`src/rtl/hovalaag_pkg.sv`:
```
// Shared constants for the EPP out-reader: register offsets, FIFO entry width and FSM encoding.
package hovalaag_pkg;

  localparam logic [1:0] EPP_OUT_STATUS  = 2'd0;
  localparam logic [1:0] EPP_OUT_DATA_LO = 2'd1;
  localparam logic [1:0] EPP_OUT_DATA_HI = 2'd2;
  localparam logic [1:0] EPP_OUT_CTRL    = 2'd3;

  // {select, value[11:0]}
  localparam int unsigned EPP_OUT_ENTRY_W = 13;
  typedef logic [EPP_OUT_ENTRY_W-1:0] epp_out_entry_t;

  localparam logic [1:0] IDLE = 2'd0;
  localparam logic [1:0] ADDR = 2'd1;
  localparam logic [1:0] DATA = 2'd2;
  localparam logic [1:0] HOLD = 2'd3;

endpackage

```
`src/rtl/epp_out_reader_if.sv`:
```
// EPP bus as seen by the out-reader; master = host side, slave = reader side.
interface epp_out_reader_if;
  logic       EppAstb;
  logic       EppDstb;
  logic       EppWR;
  logic [7:0] EppDB_in;
  logic       EppWait;
  logic [7:0] EppDB_out;
  logic       EppDB_oe;

  modport master (
    output EppAstb, EppDstb, EppWR, EppDB_in,
    input  EppWait, EppDB_out, EppDB_oe
  );

  modport slave (
    input  EppAstb, EppDstb, EppWR, EppDB_in,
    output EppWait, EppDB_out, EppDB_oe
  );
endinterface

```
`src/rtl/out_fifo.sv`:
```
// Synchronous FIFO for captured OUT values with flush and optional drop-oldest on overflow.
module out_fifo #(
  parameter int unsigned DEPTH = 16,
  parameter int unsigned WIDTH = 13
) (
  input  logic             clk_i,
  input  logic             rst_i,
  input  logic             push_i,
  input  logic             pop_i,
  input  logic             flush_i,
  input  logic             drop_oldest_i,
  input  logic [WIDTH-1:0] wdata_i,
  output logic [WIDTH-1:0] rdata_o,
  output logic [4:0]       count_o,
  output logic             empty_o,
  output logic             full_o
);
  localparam int unsigned AW = (DEPTH > 1) ? $clog2(DEPTH) : 1;

  logic [WIDTH-1:0] mem_q [DEPTH];
  logic [AW-1:0]    wr_q, wr_d, rd_q, rd_d;
  logic [4:0]       count_q, count_d;
  logic             do_push, do_pop, rd_adv;

  assign empty_o = (count_q == 5'd0);
  assign full_o  = (count_q == 5'(DEPTH));
  assign count_o = count_q;
  assign rdata_o = mem_q[rd_q];

  always_comb begin
    do_pop  = pop_i && !empty_o;
    // A pop in the same cycle frees the slot, so a full FIFO still accepts the push.
    do_push = push_i && (!full_o || do_pop || drop_oldest_i);
    rd_adv  = do_pop || (push_i && full_o && drop_oldest_i);
    wr_d    = do_push ? wr_q + 1'b1 : wr_q;
    rd_d    = rd_adv ? rd_q + 1'b1 : rd_q;
    count_d = count_q + 5'(do_push) - 5'(rd_adv);
    if (flush_i) begin
      wr_d    = '0;
      rd_d    = '0;
      count_d = 5'd0;
    end
  end

  always_ff @(posedge clk_i or posedge rst_i) begin
    if (rst_i) begin
      wr_q    <= '0;
      rd_q    <= '0;
      count_q <= 5'd0;
    end else begin
      wr_q    <= wr_d;
      rd_q    <= rd_d;
      count_q <= count_d;
    end
  end

  always_ff @(posedge clk_i) begin
    if (do_push && !flush_i) mem_q[wr_q] <= wdata_i;
  end

endmodule

```
`src/rtl/epp_out_reader.sv`:
```
// Host readback of CPU OUT writes over the shared EPP port.
// Define EPP_OUT_READER_DROP_OLDEST_EN to overwrite the oldest entry when the FIFO is full.
module epp_out_reader
  import hovalaag_pkg::*;
#(
  parameter int unsigned DEPTH     = 16,
  parameter logic [7:0]  BASE_ADDR = 8'h10
) (
  input  logic              clk,
  input  logic              reset,
  input  logic              capture_valid,
  input  logic              capture_select,
  input  logic [11:0]       capture_data,
  epp_out_reader_if.slave   epp,
  output logic [4:0]        fifo_count
);
`ifdef EPP_OUT_READER_DROP_OLDEST_EN
  localparam logic DropOldest = 1'b1;
`else
  localparam logic DropOldest = 1'b0;
`endif

  logic           astb_meta_q, astb_q, dstb_meta_q, dstb_q;
  logic [1:0]     state_q, state_d;
  logic [7:0]     addr_q, addr_d;
  logic           cyc_addr_q, cyc_addr_d;
  logic           wait_q, wait_d, oe_q, oe_d;
  logic [7:0]     dout_q, dout_d;
  logic           act_pop_q, act_pop_d, act_clr_q, act_clr_d, act_flush_q, act_flush_d;
  logic           ovf_q, ovf_d;
  logic [7:0]     off, new_off, rd_byte;
  logic [1:0]     reg_sel;
  logic           in_win, new_in_win, hold_exit;
  logic           fifo_pop, fifo_flush, fifo_empty, fifo_full;
  epp_out_entry_t head;

  assign off        = addr_q - BASE_ADDR;
  assign new_off    = epp.EppDB_in - BASE_ADDR;
  assign in_win     = (off < 8'd4);
  assign new_in_win = (new_off < 8'd4);
  assign reg_sel    = off[1:0];
  assign hold_exit  = (state_q == HOLD) && (cyc_addr_q ? astb_q : dstb_q);
  assign fifo_pop   = hold_exit && act_pop_q;
  assign fifo_flush = hold_exit && act_flush_q;

  assign epp.EppWait   = wait_q;
  assign epp.EppDB_oe  = oe_q;
  assign epp.EppDB_out = dout_q;

  out_fifo #(
    .DEPTH(DEPTH),
    .WIDTH(EPP_OUT_ENTRY_W)
  ) u_fifo (
    .clk_i        (clk),
    .rst_i        (reset),
    .push_i       (capture_valid),
    .pop_i        (fifo_pop),
    .flush_i      (fifo_flush),
    .drop_oldest_i(DropOldest),
    .wdata_i      ({capture_select, capture_data}),
    .rdata_o      (head),
    .count_o      (fifo_count),
    .empty_o      (fifo_empty),
    .full_o       (fifo_full)
  );

  always_comb begin
    rd_byte = 8'h00;
    unique case (reg_sel)
      EPP_OUT_STATUS:  rd_byte = {ovf_q, fifo_full, fifo_empty, fifo_count};
      EPP_OUT_DATA_LO: rd_byte = fifo_empty ? 8'h00 : head[7:0];
      EPP_OUT_DATA_HI: rd_byte = fifo_empty ? 8'h00 : {3'b000, head[12:8]};
      EPP_OUT_CTRL:    rd_byte = 8'h00;
    endcase
  end

  always_comb begin
    state_d     = state_q;
    addr_d      = addr_q;
    cyc_addr_d  = cyc_addr_q;
    wait_d      = wait_q;
    oe_d        = oe_q;
    dout_d      = dout_q;
    act_pop_d   = act_pop_q;
    act_clr_d   = act_clr_q;
    act_flush_d = act_flush_q;
    unique case (state_q)
      IDLE: begin
        if (!astb_q && !epp.EppWR) begin
          // Every address write is snooped; only in-window ones are acknowledged.
          state_d    = ADDR;
          addr_d     = epp.EppDB_in;
          cyc_addr_d = 1'b1;
          wait_d     = new_in_win;
        end else if (!dstb_q && in_win) begin
          state_d     = DATA;
          cyc_addr_d  = 1'b0;
          wait_d      = 1'b1;
          act_pop_d   = 1'b0;
          act_clr_d   = 1'b0;
          act_flush_d = 1'b0;
          if (epp.EppWR) begin
            oe_d      = 1'b1;
            dout_d    = rd_byte;
            act_pop_d = (reg_sel == EPP_OUT_DATA_HI) && !fifo_empty;
            act_clr_d = (reg_sel == EPP_OUT_STATUS);
          end else begin
            act_flush_d = (reg_sel == EPP_OUT_CTRL) && epp.EppDB_in[0];
          end
        end
      end
      ADDR, DATA: state_d = HOLD;
      HOLD: begin
        if (hold_exit) begin
          state_d     = IDLE;
          wait_d      = 1'b0;
          oe_d        = 1'b0;
          act_pop_d   = 1'b0;
          act_clr_d   = 1'b0;
          act_flush_d = 1'b0;
        end
      end
      default: state_d = IDLE;
    endcase
  end

  // A new overflow beats a STATUS-read clear; a flush beats everything.
  always_comb begin
    ovf_d = ovf_q;
    if (hold_exit && act_clr_q) ovf_d = 1'b0;
    if (capture_valid && fifo_full && !fifo_pop) ovf_d = 1'b1;
    if (fifo_flush) ovf_d = 1'b0;
  end

  always_ff @(posedge clk or posedge reset) begin
    if (reset) begin
      astb_meta_q <= 1'b1;
      astb_q      <= 1'b1;
      dstb_meta_q <= 1'b1;
      dstb_q      <= 1'b1;
      state_q     <= IDLE;
      addr_q      <= 8'h00;
      cyc_addr_q  <= 1'b0;
      wait_q      <= 1'b0;
      oe_q        <= 1'b0;
      dout_q      <= 8'h00;
      act_pop_q   <= 1'b0;
      act_clr_q   <= 1'b0;
      act_flush_q <= 1'b0;
      ovf_q       <= 1'b0;
    end else begin
      astb_meta_q <= epp.EppAstb;
      astb_q      <= astb_meta_q;
      dstb_meta_q <= epp.EppDstb;
      dstb_q      <= dstb_meta_q;
      state_q     <= state_d;
      addr_q      <= addr_d;
      cyc_addr_q  <= cyc_addr_d;
      wait_q      <= wait_d;
      oe_q        <= oe_d;
      dout_q      <= dout_d;
      act_pop_q   <= act_pop_d;
      act_clr_q   <= act_clr_d;
      act_flush_q <= act_flush_d;
      ovf_q       <= ovf_d;
    end
  end

endmodule

```
`src/flat_wrapper.sv`:
```
// flat-port wrapper written by rule: the top's interface ports become plain ports
module epp_out_reader_flat import hovalaag_pkg::*;
#(
  parameter int unsigned DEPTH     = 16,
  parameter logic [7:0]  BASE_ADDR = 8'h10
)
  (clk, reset, capture_valid, capture_select, capture_data, fifo_count, epp_EppAstb, epp_EppDstb, epp_EppWR, epp_EppDB_in, epp_EppWait, epp_EppDB_out, epp_EppDB_oe);
  epp_out_reader_if epp_i ();
  input  logic clk;
  input  logic reset;
  input  logic capture_valid;
  input  logic capture_select;
  input  logic [11:0] capture_data;
  output logic [4:0] fifo_count;
  input wire logic [$bits(epp_i.EppAstb)-1:0] epp_EppAstb;
  input wire logic [$bits(epp_i.EppDstb)-1:0] epp_EppDstb;
  input wire logic [$bits(epp_i.EppWR)-1:0] epp_EppWR;
  input wire logic [$bits(epp_i.EppDB_in)-1:0] epp_EppDB_in;
  output wire logic [$bits(epp_i.EppWait)-1:0] epp_EppWait;
  output wire logic [$bits(epp_i.EppDB_out)-1:0] epp_EppDB_out;
  output wire logic [$bits(epp_i.EppDB_oe)-1:0] epp_EppDB_oe;
  assign epp_i.EppAstb = epp_EppAstb;
  assign epp_i.EppDstb = epp_EppDstb;
  assign epp_i.EppWR = epp_EppWR;
  assign epp_i.EppDB_in = epp_EppDB_in;
  assign epp_EppWait = epp_i.EppWait;
  assign epp_EppDB_out = epp_i.EppDB_out;
  assign epp_EppDB_oe = epp_i.EppDB_oe;
  epp_out_reader #(.DEPTH(DEPTH), .BASE_ADDR(BASE_ADDR)) u_core (.clk(clk), .reset(reset), .capture_valid(capture_valid), .capture_select(capture_select), .capture_data(capture_data), .epp(epp_i), .fifo_count(fifo_count));
endmodule
```
`config.mk`:
```
export PLATFORM = sky130hd
export DESIGN_NAME = epp_out_reader_flat
export DESIGN_NICKNAME = d
export VERILOG_FILES = /design/src/rtl/hovalaag_pkg.sv /design/src/rtl/epp_out_reader_if.sv /design/src/rtl/out_fifo.sv /design/src/rtl/epp_out_reader.sv /design/src/flat_wrapper.sv
export SDC_FILE = /design/constraint.sdc
export NUM_CORES = 1
export LEC_CHECK = 0
export BUFFER_PORTS_ARGS = -buffer_cell sky130_fd_sc_hd__buf_2
export CAP_MARGIN = 20
export CORE_ASPECT_RATIO = 0.8
export CORE_MARGIN = 4
export CORE_UTILIZATION = 30
export CTS_CLUSTER_SIZE = 16
export DETAILED_ROUTE_END_ITERATION = 7
export SLEW_MARGIN = 20
export SYNTH_ARGS = -nofsm -noshare
export SYNTH_HDL_FRONTEND = slang
export SYNTH_SLANG_ARGS = --single-unit
```
`constraint.sdc`:
```
create_clock -name clk -period 3.6 [get_ports clk]
set_input_delay 0.54 -clock clk [delete_from_list [all_inputs] [get_ports clk]]
set_output_delay 0.54 -clock clk [all_outputs]
set_load 0.01 [all_outputs]
```
==> results of run 1 <==
## final cells by class
type | count | area, sq um | share of cell area [%]
tap | 465 | 581.8 | 4.876
clock buffer | 26 | 629.4 | 5.274
timing repair buffer | 68 | 420.4 | 3.523
multi-input combinational | 280 | 2805 | 23.51
sequential | 250 | 7307 | 61.24
inverter | 18 | 67.56 | 0.5662
clock inverter | 16 | 121.4 | 1.017
## routing by layer
metal | routed length (microns) | global-route usage [%] | share of wire (%)
met5 | 0 | 0 | 0
met4 | 354 | 2.388 | 1.6
met3 | 993 | 1.922 | 4.4
met2 | 10150 | 17.75 | 45
met1 | 11290 | 18.64 | 50
## critical path, cell delays in order, from the launching register on
cell and delay (ps):
sky130_fd_sc_hd__dfrtp_1 400, sky130_fd_sc_hd__inv_1 110, sky130_fd_sc_hd__ha_1 170, sky130_fd_sc_hd__nand4bb_1 160, sky130_fd_sc_hd__a31oi_1 260, sky130_fd_sc_hd__nand2b_1 390, sky130_fd_sc_hd__ha_1 310, sky130_fd_sc_hd__inv_1 50
sky130_fd_sc_hd__ha_1 150, sky130_fd_sc_hd__inv_1 50, sky130_fd_sc_hd__fa_1 390, sky130_fd_sc_hd__inv_1 70, sky130_fd_sc_hd__a21oi_1 60, sky130_fd_sc_hd__nor2_1 130, sky130_fd_sc_hd__or3_1 130, sky130_fd_sc_hd__a21oi_1 60
## report_power, final
part	internal [mW]	total, mW	switching, mW
registers	3.57	3.83	0.262
logic	0.942	2.05	1.11
clock network	1.39	2.43	1.04
## layout by cell type, fill, tap and decap left out, drive strengths merged, types with 5 or more instances in the layout
cell type	count
mux2	24
dfrtp	38
nor2	26
mux2i	25
edfxtp	208
nor2b	5
inv	17
and2	12
nand3	9
buf	68
a21oi	14
mux4	45
nand2	27
clkbuf	26
ha	14
clkinv	14
xor2	5
o211ai	8
o21ai	10
## per-stage QoR
stage | util [%] | std cells | hold slack [ps]
after floorplan | - | 575 | 345.2
after global placement | 33.02 | 1081 | 350.6
after detailed placement | 33.02 | 1081 | 346.8
after CTS | 35.24 | 1123 | 104.7
after global routing | 35.24 | 1123 | 108.7
final | 35.24 | 1123 | 123.6
## sequential cells by signal (all words and copies together) (netlist names)
| name | cells |
|---|---|
| u_core.addr_q | 8 |
| u_core.astb_meta_q | 1 |
| u_core.dstb_q | 1 |
| u_core.epp.EppDB_oe | 1 |
| u_core.act_flush_q | 1 |
| u_core.u_fifo.wr_q | 4 |
| u_core.ovf_q | 1 |
| u_core.act_pop_q | 1 |
| u_core.epp.EppDB_out | 8 |
| u_core.astb_q | 1 |
| u_core.u_fifo.mem_q | 208 |
| u_core.dstb_meta_q | 1 |
| u_core.u_fifo.count_o | 5 |
| u_core.cyc_addr_q | 1 |
| u_core.epp.EppWait | 1 |
| u_core.act_clr_q | 1 |
| u_core.u_fifo.rd_q | 4 |
| u_core.state_q | 2 |
## worst max-delay path by stage
stage	end	cells past startpoint	slack (ps)
floorplan	u_core.u_fifo.count_o[4]	14	940
global placement	u_core.u_fifo.count_o[4]	15	710
detailed placement	u_core.u_fifo.count_o[4]	15	620
CTS	u_core.u_fifo.count_o[4]	15	610
global route	u_core.u_fifo.count_o[4]	13	370
finish	u_core.u_fifo.count_o[4]	15	580
## kinds of logic (layout without fill, tap and decap cells)
family	after synthesis	after routing	share of synthesized area [%]
AO/OA/AOI/OAI	55	55	3.544
flip-flops	250	250	70.59
adder cells (fa/ha/maj)	15	15	1.887
multiplexers	94	94	15.37
buffers and inverters	45	128	2.298
XOR/XNOR	8	8	0.6773
AND/OR/NAND/NOR	108	108	5.636
==> results.txt, run 1 <==
----------------------------------------------------
[Critical path]
  Capture point of the worst reg-to-reg path ... u_core.u_fifo.count_o[4]
  Highest net fanout along the worst path ... 9
  R2r worst-path depth ... 15
  Required @ worst endpoint ... 4000 ps
  Flop2flop setup slack ... 580 ps
  Kind of launch point of the worst setup path ... register
  Worst Setup Path Type ... register to register
  Setup crit end kind ... register
  Start point of the critical path ... u_core.u_fifo.count_o[2]
  Reg-to-Reg Start ... u_core.u_fifo.count_o[2]
  Data arrival time of the worst path ... 3420 ps

[Worst hold path]
  Hold Crit Start ... epp_EppAstb
  Hold endpoint ... u_core.astb_meta_q
  Min-Delay Path Depth ... 1
  Class of the tightest hold or removal check ... input pin to register

[STA]
  Max-slew violations ... 0
  Worst setup slack after layout ... 581.4 ps
  Final Hold Viols ... 0
  Final cycle utilization of the critical path ... 83.85%
  Transition time at the pin with the least slew margin ... 778.0 ps
  Normalized max-slew margin ... 48.13%
  Setup skew after layout ... 6.730 ps
  Unrepaired setup endpoints after global routing ... no
  Post-Route Setup TNS ... 0 ps
  Fin crit period ... 3019 ps
  Final Setup Violations ... 0
  Highest clock rate ... 0.3313 GHz

[Routing]
  Number of detailed-routing iterations run before antenna repair ... 5
  Via count ... 5,268
  Number of antenna-violating nets in the routed design ... 0
  Total wire length after detailed routing ... 22.78 mm
  Post-DR wirelength/cell ... 20.29 microns
  DRC ... 0
  Via/cell ratio ... 4.691
  Starting DRC count in detailed routing ... 482

[Yosys]
  Proportion of register bits with asynchronous set or reset after synthesis ... 16.80%
  Post-Synthesis Net Count ... 617
  Gate count after technology mapping ... 575
  Number of storage elements in the synthesis netlist ... 250
  Number of enable-type register cells in the synthesized netlist ... 208
  Synth top area share ... 60.38%
  Area leader, netlist ... sky130_fd_sc_hd__edfxtp_1
  Most repeated cell in the gate-level netlist after synthesis ... sky130_fd_sc_hd__edfxtp_1
  Unique cell type count in the Yosys netlist ... 54
  Count of synthesis-stage warnings from yosys ... 0
  Cell types occupying the most area after synthesis ... sky130_fd_sc_hd__edfxtp_1 60%, sky130_fd_sc_hd__dfrtp_1 9.2%, sky130_fd_sc_hd__mux4_2 6.5%
  Cell area after technology mapping ... 10,340 sq um
  Most instantiated cells after synthesis ... 208 x sky130_fd_sc_hd__edfxtp_1, 38 x sky130_fd_sc_hd__dfrtp_1, 30 x sky130_fd_sc_hd__mux4_2
  Sequential area share after synthesis ... 70.59%
  Mean Syn Cell Area ... 17.99 sq um
  Post-synth top flop ... sky130_fd_sc_hd__edfxtp_1

[Die]
  Die extent in x ... 215.6 microns
  Core Area ... 33,860 sq um
  Number of standard-cell rows in the floorplan ... 60
  Initial cell density of the core ... 30.55%
  Vertical extent of the die ... 174.1 microns
  Die Footprint ... 37,540 sq um
  Top-Level Pins ... 42

[Finish]
  Area growth syn-to-layout ... 15.35%
  Final instance area ... 11,930 sq um
  Layout cell share with drive strength beyond 1 ... 26.14%
  Final net count ... 684
  # fillers ... 3,186
  Diode insertion count for antenna repair ... 0

[Clock network]
  Total CTS buffers ... 24
  Clock slew at the register clock pins of the worst setup and hold paths ... 70 ps
  Number of hold-repair buffers added at the cts stage ... 0
  CTS sink count ... 250
  Count of instances resized after the clock tree is built ... 0
  Clock Path Buffers ... 3
  Clock Latency Late Sink ... 510 ps
  Buffer count from post-CTS setup fixing ... 0
  H-Tree Level Count ... 1
  TritonCTS clock tree ... done
  Root cell of the clock tree ... sky130_fd_sc_hd__clkbuf_16

[Run]
  Max-capacitance violation count ... 0

[GRT]
  Maximum number of pins on one net before global-route repair ... 43
  Via count of the first global-routing pass ... 5,243
  Grt total ovfl ... 0
  Global routing usage summed across all routing layers ... 11.98%
  Global-route wire length before repair ... 34.49 mm
  Number of antenna violations at the first check in global routing ... 0

[Pwr]
  Maximum VDD drop ... 309.6 uV
  LEAKAGE ... 4.029 nW
  Power density over cell area ... 696.4 nW/um^2
  Overall power ... 8.310 mW

[Placement]
  Area after detailed placement ... 11,180 sq um
  Buffers on Ports ... 41
  Place WS ... 624.6 ps
  DP Wirelength ... 14.71 mm
  Global placer's final weighted congestion ... 0.7758

[Status]
  Run status ... completed

----------------------------------------------------
(Power assumes the default switching activity.)
==> inputs of run 2 (changes only) <==
clock period = 3.1 ns   (was 3.6 ns; I/O delays follow)
==> results.txt, run 2 (synthesized netlist as in run 1, its figures left out) <==
----------------------------------------------------
[Finish]
  Largest reg by FF count ... u_core.u_fifo.mem_q
  Storage element area ... 7306 sq um
  Multi-input combinational cell area ... 2805 sq um
  Area growth syn-to-layout ... 16.79%
  Diode insertion count for antenna repair ... 0
  Final net count ... 699
  Top library cells by usage in the layout, fill and taps aside ... 208 x sky130_fd_sc_hd__edfxtp_1, 41 x sky130_fd_sc_hd__buf_2, 35 x sky130_fd_sc_hd__buf_4, 35 x sky130_fd_sc_hd__dfrtp_1, 30 x sky130_fd_sc_hd__mux4_2
  Number of flip-flops in the largest register ... 208
  # fillers ... 3,173
  Layout cell share with drive strength beyond 1 ... 27.53%
  Most frequent standard cell in the layout excluding fill and tap cells ... sky130_fd_sc_hd__edfxtp_1

[Clock network]
  Count of instances resized after the clock tree is built ... 0
  TritonCTS clock tree ... done
  Root cell of the clock tree ... sky130_fd_sc_hd__clkbuf_16
  CTS sink count ... 250
  Clock Latency Late Sink ... 510 ps
  Number of hold-repair buffers added at the cts stage ... 0
  Buffer count from post-CTS setup fixing ... 0
  H-Tree Level Count ... 1
  Clock slew at the register clock pins of the worst setup and hold paths ... 60 ps
  Clock Path Buffers ... 3
  Total CTS buffers ... 25

[STA]
  Final Hold Viols ... 0
  Worst slack on hold paths ... 47.72 ps
  Final Setup Violations ... 0
  Setup skew after layout ... 7.729 ps
  Highest clock rate ... 0.3716 GHz
  Transition time at the pin with the least slew margin ... 685.4 ps
  Normalized max-slew margin ... 54.14%
  Post-Route Setup TNS ... 0 ps
  Final cycle utilization of the critical path ... 86.80%
  Unrepaired setup endpoints after global routing ... no
  Fin crit period ... 2691 ps
  Max-slew violations ... 0

[GRT]
  Number of antenna violations at the first check in global routing ... 0
  Grt total ovfl ... 0
  Via count of the first global-routing pass ... 5,572
  Global-route wire length before repair ... 35.24 mm
  Maximum number of pins on one net before global-route repair ... 44
  Global routing usage summed across all routing layers ... 12.26%

[Placement]
  DP Wirelength ... 15.07 mm
  Global placer's final weighted congestion ... 0.7723
  Buffers on Ports ... 41

[Run]
  Max-capacitance violation count ... 0

[Worst hold path]
  Hold endpoint ... u_core.astb_meta_q
  Hold Crit Start ... epp_EppAstb
  Class of the tightest hold or removal check ... input pin to register
  Min-Delay Path Depth ... 1

[Die]
  Initial cell density of the core ... 30.55%
  Core Area ... 33,860 sq um
  Vertical extent of the die ... 174.1 microns
  Top-Level Pins ... 42
  Die extent in x ... 215.6 microns
  Number of standard-cell rows in the floorplan ... 60
  Die Footprint ... 37,540 sq um

[Critical path]
  Capture point of the worst reg-to-reg path ... u_core.u_fifo.count_o[4]
  Worst Setup Path Type ... register to register
  Reg-to-Reg Start ... u_core.u_fifo.count_o[3]
  Kind of launch point of the worst setup path ... register
  Required @ worst endpoint ... 3490 ps
  Data arrival time of the worst path ... 3080 ps
  Setup crit end kind ... register
  R2r worst-path depth ... 15
  Highest net fanout along the worst path ... 3
  Flop2flop setup slack ... 410 ps

[Routing]
  DRC ... 0
  Post-DR wirelength/cell ... 20.46 microns
  Total wire length after detailed routing ... 23.27 mm
  Via count ... 5,429
  Via/cell ratio ... 4.775
  Starting DRC count in detailed routing ... 582
  Number of detailed-routing iterations run before antenna repair ... 5
  Number of antenna-violating nets in the routed design ... 0

[Status]
  Run status ... completed

[Pwr]
  LEAKAGE ... 4.107 nW
  Maximum VDD drop ... 359.5 uV
  Power density over cell area ... 801.4 nW/um^2

----------------------------------------------------
run 2: through the flow:
step / instances / util [%] / setup slack [ps] / power (mW) / cell area [sq um]
final: 1137 / 35.68 / 409.2 / 9.682 / 12080
after global routing: 1137 / 35.68 / 165.4 / 10.20 / 12080
after CTS: 1135 / 35.57 / 438.5 / 9.785 / 12040
after detailed placement: 1093 / 33.40 / 463.1 / 7.012 / 11310
after global placement: 1093 / 33.40 / 501.5 / 7.004 / 11310
after floorplan: 575 / - / 435.4 / 6.163 / 10340
run 2: layout make-up:
type | count | share of cell area, %
Multi-Input combinational cell | 280 | 23.22
Timing Repair Buffer | 82 | 4.847
Tap cell | 465 | 4.816
Inverter | 18 | 0.5592
Sequential cell | 250 | 60.47
Clock buffer | 30 | 5.333
Clock inverter | 12 | 0.7560
run 2: worst max path at each step:
stage                                     to  depth (start not counted)                      from
floorplan           u_core.u_fifo.count_o[4]                         14         u_core.state_q[0]
global placement    u_core.u_fifo.count_o[4]                         15  u_core.u_fifo.count_o[3]
detailed placement  u_core.u_fifo.count_o[4]                         15  u_core.u_fifo.count_o[3]
CTS                 u_core.u_fifo.count_o[4]                         15  u_core.u_fifo.count_o[3]
global route        u_core.u_fifo.count_o[4]                         15  u_core.u_fifo.count_o[3]
finish              u_core.u_fifo.count_o[4]                         15  u_core.u_fifo.count_o[3]
run 2: worst max-delay path: stages, from the launching register on:
cell,delay [ps]
sky130_fd_sc_hd__dfrtp_1,390
sky130_fd_sc_hd__inv_1,120
sky130_fd_sc_hd__ha_1,170
sky130_fd_sc_hd__nand4bb_1,150
sky130_fd_sc_hd__a31oi_1,260
sky130_fd_sc_hd__nand2b_1,170
sky130_fd_sc_hd__ha_1,230
sky130_fd_sc_hd__inv_1,60
sky130_fd_sc_hd__ha_1,160
sky130_fd_sc_hd__inv_1,60
sky130_fd_sc_hd__fa_1,390
sky130_fd_sc_hd__inv_1,70
sky130_fd_sc_hd__a21oi_1,50
sky130_fd_sc_hd__nor2_1,120
sky130_fd_sc_hd__or3_1,120
sky130_fd_sc_hd__a21oi_1,60
run 2: report_power, final:
group	switching (mW)	internal (mW)	leakage [nW]	total [mW]
sequential	0.296	4.14	2.39	4.44
combinational	1.33	1.16	1.36	2.50
clock	1.19	1.56	0.359	2.75
run 2: routing by layer:
| layer | vias up | wire (microns) | track usage [%] |
|---|---|---|---|
| met5 | - | 0 | 0 |
| met4 | 0 | 357 | 2.173 |
| met3 | 30 | 1480 | 2.412 |
| met2 | 155 | 10690 | 19.21 |
| met1 | 2811 | 10740 | 18.00 |
| li1 | 2433 | - | - |
==> inputs of run 3 (changes only) <==
MAX_ROUTING_LAYER = met4   (was default)
==> results.txt, run 3 (synthesized netlist as in run 1, its figures left out) <==
----------------------------------------------------
[Finish]
  Final net count ... 699
  Area growth syn-to-layout ... 16.79%
  Number of flip-flops in the largest register ... 208
  Most frequent standard cell in the layout excluding fill and tap cells ... sky130_fd_sc_hd__edfxtp_1
  Layout cell share with drive strength beyond 1 ... 27.53%
  Top library cells by usage in the layout, fill and taps aside ... 208 x sky130_fd_sc_hd__edfxtp_1, 41 x sky130_fd_sc_hd__buf_2, 35 x sky130_fd_sc_hd__buf_4, 35 x sky130_fd_sc_hd__dfrtp_1, 30 x sky130_fd_sc_hd__mux4_2
  Diode insertion count for antenna repair ... 0
  Largest reg by FF count ... u_core.u_fifo.mem_q

[Critical path]
  Required @ worst endpoint ... 3490 ps
  Reg-to-Reg Start ... u_core.u_fifo.count_o[3]
  R2r worst-path depth ... 15
  Worst Setup Path Type ... register to register
  Flop2flop setup slack ... 420 ps
  Capture point of the worst reg-to-reg path ... u_core.u_fifo.count_o[4]
  Highest net fanout along the worst path ... 3
  Setup crit end kind ... register
  Kind of launch point of the worst setup path ... register
  Data arrival time of the worst path ... 3070 ps

[Routing]
  DRC ... 0
  Number of detailed-routing iterations run before antenna repair ... 5
  Via/cell ratio ... 4.781
  Number of antenna-violating nets in the routed design ... 0
  Starting DRC count in detailed routing ... 583
  Total wire length after detailed routing ... 23.30 mm
  Post-DR wirelength/cell ... 20.49 microns
  Via count ... 5,436

[STA]
  Fin crit period ... 2682 ps
  Unrepaired setup endpoints after global routing ... no
  Final Setup Violations ... 0
  Normalized max-slew margin ... 53.66%
  Final cycle utilization of the critical path ... 86.51%
  Max-slew violations ... 0
  Highest clock rate ... 0.3729 GHz
  Setup skew after layout ... 11.14 ps
  Final Hold Viols ... 0
  Transition time at the pin with the least slew margin ... 695.1 ps
  Worst setup slack after layout ... 418.3 ps
  Post-Route Setup TNS ... 0 ps

[Run]
  Max-capacitance violation count ... 0

[GRT]
  Global-route wire length before repair ... 35.26 mm
  Global routing usage summed across all routing layers ... 12.64%
  Via count of the first global-routing pass ... 5,559
  Number of antenna violations at the first check in global routing ... 0
  Maximum number of pins on one net before global-route repair ... 44
  Grt total ovfl ... 0

[Placement]
  Place WS ... 463.1 ps
  DP Wirelength ... 15.07 mm
  Global placer's final weighted congestion ... 0.7828
  Buffers on Ports ... 41

[Clock network]
  Clock Path Buffers ... 3
  Count of instances resized after the clock tree is built ... 0
  H-Tree Level Count ... 1
  Total CTS buffers ... 25
  Clock slew at the register clock pins of the worst setup and hold paths ... 60 ps
  CTS sink count ... 250
  Root cell of the clock tree ... sky130_fd_sc_hd__clkbuf_16
  Clock Latency Late Sink ... 520 ps
  TritonCTS clock tree ... done

[Die]
  Die extent in x ... 215.6 microns
  Number of standard-cell rows in the floorplan ... 60
  Initial cell density of the core ... 30.55%
  Core Area ... 33,860 sq um
  Die Footprint ... 37,540 sq um
  Top-Level Pins ... 42
  Vertical extent of the die ... 174.1 microns

[Worst hold path]
  Hold Crit Start ... epp_EppAstb
  Hold endpoint ... u_core.astb_meta_q
  Class of the tightest hold or removal check ... input pin to register
  Min-Delay Path Depth ... 1

[Pwr]
  Maximum VDD drop ... 362.5 uV
  LEAKAGE ... 4.107 nW
  Power density over cell area ... 802.2 nW/um^2

[Status]
  Run status ... completed

----------------------------------------------------
==> run 3: cell counts in the layout (fill, tap and decap cells not counted) <==
Identical to the previous run, type by type.
==> run 3: report_power, final <==
part | internal, mW | total (mW) | leakage (nW) | switching, mW
Clock | 1.56 | 2.76 | 0.359 | 1.20
Combinational | 1.16 | 2.50 | 1.36 | 1.33
Sequential | 4.14 | 4.44 | 2.39 | 0.298
==> run 3: worst max-delay path: stages, from the launching register on <==
cell	delay, ps
sky130_fd_sc_hd__dfrtp_1	390
sky130_fd_sc_hd__inv_1	120
sky130_fd_sc_hd__ha_1	180
sky130_fd_sc_hd__nand4bb_1	150
sky130_fd_sc_hd__a31oi_1	240
sky130_fd_sc_hd__nand2b_1	160
sky130_fd_sc_hd__ha_1	230
sky130_fd_sc_hd__inv_1	60
sky130_fd_sc_hd__ha_1	160
sky130_fd_sc_hd__inv_1	60
sky130_fd_sc_hd__fa_1	390
sky130_fd_sc_hd__inv_1	70
sky130_fd_sc_hd__a21oi_1	50
sky130_fd_sc_hd__nor2_1	120
sky130_fd_sc_hd__or3_1	120
sky130_fd_sc_hd__a21oi_1	60
==> run 3: cell type report <==
type                            count  area [sq um]
Sequential cell                   250          7306
Fill cell                        3173         21780
Clock buffer                       30         644.4
Multi-Input combinational cell    280          2805
Tap cell                          465         581.8
Clock inverter                     12         91.34
Timing Repair Buffer               82         585.6
Inverter                           18         67.56
==> run 3: how the worst max path moves through the flow <==
| stage | from | end | slack [ps] | cells past startpoint |
|---|---|---|---|---|
| detailed placement | u_core.u_fifo.count_o[3] | u_core.u_fifo.count_o[4] | 460 | 15 |
| CTS | u_core.u_fifo.count_o[3] | u_core.u_fifo.count_o[4] | 440 | 15 |
| global route | u_core.u_fifo.count_o[3] | u_core.u_fifo.count_o[4] | 170 | 15 |
| floorplan | u_core.state_q[0] | u_core.u_fifo.count_o[4] | 440 | 14 |
| global placement | u_core.u_fifo.count_o[3] | u_core.u_fifo.count_o[4] | 500 | 15 |
| finish | u_core.u_fifo.count_o[3] | u_core.u_fifo.count_o[4] | 420 | 15 |
==> run 3: stage by stage <==
stage | cells | area, sq um | util [%] | power [mW] | hold WS [ps]
2_1_floorplan | 575 | 10340 | - | 6.163 | 345.2
3_5_place_dp | 1093 | 11310 | 33.40 | 7.012 | 356.5
5_1_grt | 1137 | 12080 | 35.68 | 10.20 | 22.21
4_1_cts | 1135 | 12040 | 35.57 | 9.785 | 23.42
6_report | 1137 | 12080 | 35.68 | 9.692 | 46.99
3_3_place_gp | 1093 | 11310 | 33.40 | 7.004 | 355.9
==> run 3: layer usage <==
| layer | GRT usage (%) | wire [microns] |
|---|---|---|
| met1 | 18.05 | 11060 |
| met2 | 19.24 | 10630 |
| met3 | 2.342 | 1250 |
| met4 | 2.173 | 357 |
| met5 | - | 0 |
==> run 3: timing repair <==
item,in CTS,in global routing
setup buffers,0,0
hold endpoints to repair,0,7
hold buffers,0,1
